==> src/rtl/rv_pkg.sv <==
// Shared RISC-V opcode and immediate-format encodings for the fetch/decode front end.
package rv_pkg;

  localparam logic [2:0] IMM_I    = 3'b000;
  localparam logic [2:0] IMM_S    = 3'b001;
  localparam logic [2:0] IMM_B    = 3'b010;
  localparam logic [2:0] IMM_U    = 3'b011;
  localparam logic [2:0] IMM_J    = 3'b100;
  localparam logic [2:0] IMM_NONE = 3'b111;

  localparam logic [6:0] OP_LOAD   = 7'b0000011;
  localparam logic [6:0] OP_IMM    = 7'b0010011;
  localparam logic [6:0] OP_JALR   = 7'b1100111;
  localparam logic [6:0] OP_SYSTEM = 7'b1110011;
  localparam logic [6:0] OP_FENCE  = 7'b0001111;
  localparam logic [6:0] OP_STORE  = 7'b0100011;
  localparam logic [6:0] OP_BRANCH = 7'b1100011;
  localparam logic [6:0] OP_LUI    = 7'b0110111;
  localparam logic [6:0] OP_AUIPC  = 7'b0010111;
  localparam logic [6:0] OP_JAL    = 7'b1101111;
  localparam logic [6:0] OP_REG    = 7'b0110011;

endpackage

==> src/rtl/fetch_fifo.sv <==
// Synchronous FIFO with flush, occupancy count and a head read straight from the storage flops.
module fetch_fifo #(
  parameter int unsigned Depth = 2,
  parameter int unsigned Width = 67,
  localparam int unsigned PtrW = $clog2(Depth),
  localparam int unsigned CntW = PtrW + 1
) (
  input  logic             clk_i,
  input  logic             rst_i,
  input  logic             flush_i,
  input  logic             push_i,
  input  logic [Width-1:0] wdata_i,
  input  logic             pop_i,
  output logic [Width-1:0] rdata_o,
  output logic             valid_o,
  output logic [CntW-1:0]  count_o
);

  logic [Width-1:0] mem_q [Depth];
  logic [PtrW-1:0]  wr_ptr_q, wr_ptr_d;
  logic [PtrW-1:0]  rd_ptr_q, rd_ptr_d;
  logic [CntW-1:0]  count_q, count_d;
  logic             push_en, pop_en;

  // Flush dominates: a coincident push or pop is discarded.
  assign push_en = push_i & ~flush_i;
  assign pop_en  = pop_i & ~flush_i & (count_q != '0);

  always_comb begin
    wr_ptr_d = wr_ptr_q;
    rd_ptr_d = rd_ptr_q;
    count_d  = count_q;
    if (flush_i) begin
      wr_ptr_d = '0;
      rd_ptr_d = '0;
      count_d  = '0;
    end else begin
      if (push_en) wr_ptr_d = wr_ptr_q + 1'b1;
      if (pop_en)  rd_ptr_d = rd_ptr_q + 1'b1;
      case ({push_en, pop_en})
        2'b10:   count_d = count_q + 1'b1;
        2'b01:   count_d = count_q - 1'b1;
        default: count_d = count_q;
      endcase
    end
  end

  always_ff @(posedge clk_i) begin
    if (rst_i) begin
      wr_ptr_q <= '0;
      rd_ptr_q <= '0;
      count_q  <= '0;
      for (int i = 0; i < int'(Depth); i++) begin
        mem_q[i] <= '0;
      end
    end else begin
      wr_ptr_q <= wr_ptr_d;
      rd_ptr_q <= rd_ptr_d;
      count_q  <= count_d;
      if (push_en) mem_q[wr_ptr_q] <= wdata_i;
    end
  end

  assign rdata_o = mem_q[rd_ptr_q];
  assign valid_o = (count_q != '0);
  assign count_o = count_q;

endmodule

==> src/rtl/fetch_predecode.sv <==
// Fetch stage: owns the PC, fetches from 1-cycle imem, buffers and tags each word's immediate format.
// Define FETCH_ILLEGAL_EN to add the id_illegal output carried alongside each buffered entry.
module fetch_predecode
  import rv_pkg::*;
#(
  parameter logic [31:0] RESET_PC = 32'h0000_0000,
  parameter int unsigned DEPTH    = 2,
  parameter int unsigned K        = 3
) (
  input  logic         clk,
  input  logic         rst,
  output logic         imem_req,
  output logic [31:0]  imem_addr,
  input  logic         imem_rvalid,
  input  logic [31:0]  imem_rdata,
  input  logic         redirect_valid,
  input  logic [31:0]  redirect_pc,
  output logic         id_valid,
  input  logic         id_ready,
  output logic [31:0]  id_instr,
  output logic [31:0]  id_pc,
  output logic [K-1:0] id_imm_sel
`ifdef FETCH_ILLEGAL_EN
  ,
  output logic         id_illegal
`endif
);

  localparam int unsigned CntW = $clog2(DEPTH) + 1;
`ifdef FETCH_ILLEGAL_EN
  localparam int unsigned IllW = 1;
`else
  localparam int unsigned IllW = 0;
`endif
  localparam int unsigned EntryW = 64 + K + IllW;

  function automatic logic [2:0] imm_class(input logic [6:0] opcode);
    case (opcode)
      OP_LOAD, OP_IMM, OP_JALR, OP_SYSTEM, OP_FENCE: imm_class = IMM_I;
      OP_STORE:                                      imm_class = IMM_S;
      OP_BRANCH:                                     imm_class = IMM_B;
      OP_LUI, OP_AUIPC:                              imm_class = IMM_U;
      OP_JAL:                                        imm_class = IMM_J;
      default:                                       imm_class = IMM_NONE;
    endcase
  endfunction

`ifdef FETCH_ILLEGAL_EN
  function automatic logic is_illegal(input logic [6:0] opcode);
    is_illegal = (opcode[1:0] != 2'b11) || ((imm_class(opcode) == IMM_NONE) && (opcode != OP_REG));
  endfunction
`endif

  logic [31:0]       pc_q, pc_d;
  logic [31:0]       req_pc_q;
  logic              inflight_q;
  logic              drop_q, drop_d;
  logic [CntW-1:0]   count;
  logic              pop, push;
  logic [31:0]       occupancy;
  logic [EntryW-1:0] wdata, rdata;
  logic              unused_redirect_bits;

  assign unused_redirect_bits = ^redirect_pc[1:0];

  assign pop       = id_valid & id_ready;
  assign push      = imem_rvalid & ~drop_q;
  assign occupancy = 32'(count) + 32'(inflight_q) - 32'(pop);
  assign imem_req  = ~rst & ~redirect_valid & (occupancy < DEPTH);
  assign imem_addr = pc_q;

  always_comb begin
    pc_d = pc_q;
    if (redirect_valid) begin
      pc_d = {redirect_pc[31:2], 2'b00};
    end else if (imem_req) begin
      pc_d = pc_q + 32'd4;
    end
  end

  // An in-flight response normally lands in the redirect cycle itself and is flushed there;
  // drop only guards a response still outstanding after the redirect.
  always_comb begin
    drop_d = drop_q;
    if (redirect_valid) begin
      drop_d = inflight_q & ~imem_rvalid;
    end else if (imem_rvalid) begin
      drop_d = 1'b0;
    end
  end

  always_ff @(posedge clk) begin
    if (rst) begin
      pc_q       <= RESET_PC;
      req_pc_q   <= '0;
      inflight_q <= 1'b0;
      drop_q     <= 1'b0;
    end else begin
      pc_q       <= pc_d;
      inflight_q <= imem_req;
      drop_q     <= drop_d;
      if (imem_req) req_pc_q <= pc_q;
    end
  end

`ifdef FETCH_ILLEGAL_EN
  assign wdata      = {is_illegal(imem_rdata[6:0]), K'(imm_class(imem_rdata[6:0])), req_pc_q,
                       imem_rdata};
  assign id_illegal = rdata[EntryW-1];
`else
  assign wdata      = {K'(imm_class(imem_rdata[6:0])), req_pc_q, imem_rdata};
`endif

  fetch_fifo #(
    .Depth (DEPTH),
    .Width (EntryW)
  ) u_fifo (
    .clk_i   (clk),
    .rst_i   (rst),
    .flush_i (redirect_valid),
    .push_i  (push),
    .wdata_i (wdata),
    .pop_i   (pop),
    .rdata_o (rdata),
    .valid_o (id_valid),
    .count_o (count)
  );

  assign id_instr   = rdata[31:0];
  assign id_pc      = rdata[63:32];
  assign id_imm_sel = rdata[64 +: K];

endmodule
==> config.mk <==
export PLATFORM = sky130hd
export DESIGN_NAME = fetch_predecode
export DESIGN_NICKNAME = d
export VERILOG_FILES = /design/src/rtl/rv_pkg.sv /design/src/rtl/fetch_fifo.sv /design/src/rtl/fetch_predecode.sv
export SDC_FILE = /design/constraint.sdc
export NUM_CORES = 1
export LEC_CHECK = 0
export ABC_AREA = 1
export BUFFER_PORTS_ARGS = -buffer_cell sky130_fd_sc_hd__buf_2
export CAP_MARGIN = 25
export CORE_MARGIN = 3
export CORE_UTILIZATION = 45
export CTS_CLUSTER_SIZE = 40
export DETAILED_ROUTE_END_ITERATION = 12
export PLACE_DENSITY = 0.69
export SLEW_MARGIN = 30
export SYNTH_ARGS = -nofsm -noshare
export SYNTH_HDL_FRONTEND = slang
export SYNTH_SLANG_ARGS = --single-unit
==> constraint.sdc <==
create_clock -name clk -period 3 [get_ports clk]
set_input_delay 0.45 -clock clk [delete_from_list [all_inputs] [get_ports clk]]
set_output_delay 0.45 -clock clk [all_outputs]
set_load 0.1 [all_outputs]
==> out/metrics.csv <==
stage;metric;value;unit
status;outcome;complete, no violations;
final_layout;sequential cell area;5251;um2
clocking;Reg clk slew, reported paths;70;ps
placement;IO Port Bufs;163;
sta;Period minus WS final;2845;ps
setup_path;CP endpoint kind;output port;
logic_synthesis;Synth top area share;41.99;%
placement;dpl hpwl;13.18;mm
logic_synthesis;Seq/Total Area, Yosys;56.42;%
setup_path;reg2reg path depth;17;
logic_synthesis;library cells used by synthesis;39;
floorplan;site row count;51;
routing;Iter 0 DRT Violations;480;
sta;period utilization;94.82;%
routing;post-DR vias/cell;4.866;
floorplan;DIE WIDTH;149.7;um
logic_synthesis;Syn Area/Cell;9.467;um2
sta;Worst Skew;6.825;ps
placement;placed instance area;10330;um2
grt;number of global-route vias before repair;6602;
logic_synthesis;post-synth top area cell;edfxtp_1;
sta;WHS;206.2;ps
sta;relative slew slack;49.79;%
logic_synthesis;Cells after Synth;982;
final_layout;nets;1208;
clocking;Clk Latency, worst-skew pair;440;ps
logic_synthesis;Main synth FF type;edfxtp_1;
placement;Setup WS pre-CTS;271.4;ps
sta;final worst slack;155.5;ps
routing;DRC Markers;0;
floorplan;die height;149.7;um
clocking;clock tree sinks;197;
clocking;CTS buffer count;17;
floorplan;core box area;19850;um2
grt;overall routing resource usage;18.35;%
hold_path;worst hold start;imem_rvalid;
logic_synthesis;count leader, synth;nor2_1;
final_layout;ant diodes;0;
power;Pleak;4.697;nW
setup_path;CP startpoint kind;flop;
hold_path;Hold WC Path Type;in2reg;
power;PwrDens;595.9;nW/um2
setup_path;R2R Path End;imem_addr[5];
setup_path;Arr. time, crit path;2390;ps
logic_synthesis;synth top area cells;edfxtp_1, dfxtp_1, mux2_2, nor2_1, nand2_1;
placement;gp weighted congestion;0.8363;
final_layout;Multi-input gate area;3313;um2
floorplan;I/O Pins;170;
logic_synthesis;ys async rst share;0;%
floorplan;Starting Density;46.84;%
routing;wire length per cell;14.37;um
power;maximum vdd drop;368.6;uV
setup_path;Critical R2R Launch;u_fifo.count_o[1];
flow_run;maxcap violations;0;
grt;first-pass GRT wire length;32.36;mm
logic_synthesis;flop and latch count out of synthesis;197;
sta;total negative slack;0;ps
logic_synthesis;Post-synth EDFFs;130;
routing;Initial DRT Pass Iterations;5;
clocking;Root Driver;clkbuf_16;
sta;Final Hold Viols;0;
sta;Slew @ Worst Pin;753.2;ps
sta;Final setup viols;0;
routing;Post-Route WL;20.29;mm
logic_synthesis;synthesized area;9296;um2
hold_path;hold endpoint;drop_q;
setup_path;CP Data Required Time;2550;ps
sta;fmax;351.6;MHz
sta;Max Slew Vio Count;0;
clocking;CTS tree;yes;
final_layout;share of cells above drive strength 1;28.33;%
logic_synthesis;top post-synthesis cells by count;nor2_1, nand2_1, edfxtp_1;
grt;largest net degree at the start of global routing;88;
routing;vias;6871;
floorplan;Die Footprint;22420;um2
grt;remaining global-route overflow;0;
grt;antenna violations before repair;0;
final_layout;Fill cells;1765;
routing;Detail Route Antenna Nets;0;
clocking;H-Tree Depth;4;
setup_path;r2r setup slk;440;ps
hold_path;hold path cells;2;
logic_synthesis;Yosys warnings;0;
setup_path;Setup Crit Path Kind;reg2out;
clocking;Max clock buf depth;2;
sta;RSZ-0062 raised after global routing;false;
final_layout;synthesis-to-finish area growth;18.40;%
clocking;hold buffer count at cts;0;
final_layout;post-route cell area;11010;um2
setup_path;CP max FO;4;
flip-flops by register name, indices dropped and copies added, names as in the netlist, named ones only:
| name | count |
|---|---|
| u_fifo.wr_ptr_q | 1 |
| u_fifo.rd_ptr_q | 1 |
| imem_addr | 30 |
| inflight_q | 1 |
| u_fifo.count_o | 2 |
| req_pc_q | 30 |
| u_fifo.mem_q | 130 |
| drop_q | 1 |
where the power goes:
part           internal [mW]  switching, mW
combinational          0.236          0.957
sequential              3.03         0.0824
clock                   1.13           1.12
total                   4.40           2.16
stage by stage:
step	cells	power (mW)	util [%]
floorplan	985	4.137	-
global placement	1374	4.351	52.08
detailed placement	1374	4.366	52.08
CTS	1409	6.616	55.23
global route	1412	6.833	55.46
finish	1412	6.559	55.46
metal layers:
metal	part of all wire, %	wire length [um]	track usage, %
met5	0	0	0
met4	0.92	187	5.032
met3	6.6	1347	3.967
met2	47	9507	29.82
met1	46	9242	25.05
cell families after synthesis:
family / synth area share, %
xor gates and xnor gates: 0.8479
adders and majority gates: 0.7537
buffers and inverters: 8.466
DFF: 56.42
AOI/OAI and AO/OA: 6.891
and+or+nand+nor: 18.71
muxes: 7.873
other: 0.04034
critical path: stages, from the launching register on:
cell	delay, ps
dfxtp_4	370
inv_4	60
nand2_4	50
nand2_4	60
inv_2	50
ha_4	220
inv_1	40
nand2_1	50
inv_1	70
fa_2	450
nor3_4	220
nand2_4	80
clkinv_4	70
buf_12	170
final cells by class:
class,instances,share of cell area [%]
Timing Repair Buffer,180,9.276
Multi-Input combinational cell,610,30.10
Tap cell,265,3.012
Clock inverter,15,1.557
Clock buffer,17,3.865
Sequential cell,197,47.71
Inverter,128,4.479
worst max path at each step:
stage                            startpoint       end  slack (ps)
after floorplan           u_fifo.count_o[1]  imem_req          80
after global placement    u_fifo.count_o[1]  imem_req         290
after detailed placement  u_fifo.count_o[1]  imem_req         270
after CTS                 u_fifo.count_o[1]  imem_req           7
after global routing      u_fifo.count_o[1]  imem_req          50
final                     u_fifo.count_o[1]  imem_req         160
layout by cell type, fill, tap and decap left out, types with 4 or more instances in the layout:
| master | n |
|---|---|
| nor2_1 | 172 |
| buf_2 | 162 |
| nand2_1 | 147 |
| edfxtp_1 | 130 |
| inv_1 | 121 |
| mux2_2 | 65 |
| dfxtp_1 | 64 |
| a21oi_1 | 60 |
| nand3_1 | 57 |
| o21ai_0 | 38 |
| clkbuf_16 | 17 |
| buf_4 | 12 |
| nand3_2 | 9 |
| nor2_2 | 7 |
| nand2_2 | 7 |
| a21oi_2 | 7 |
| inv_6 | 7 |
| o21bai_1 | 6 |
| buf_12 | 6 |
| xor2_1 | 5 |
| xnor2_1 | 4 |
| inv_2 | 4 |
| nand2_4 | 4 |
| conb_1 | 4 |
| inv_8 | 4 |
| clkinv_8 | 4 |
what timing repair did:
item,in CTS,in global routing
pin swaps,1,5
buffers inserted,3,3
gates resized for setup,5,6
setup endpoints to repair,1,1
Note: power is estimated with default switching activity, not from simulation.
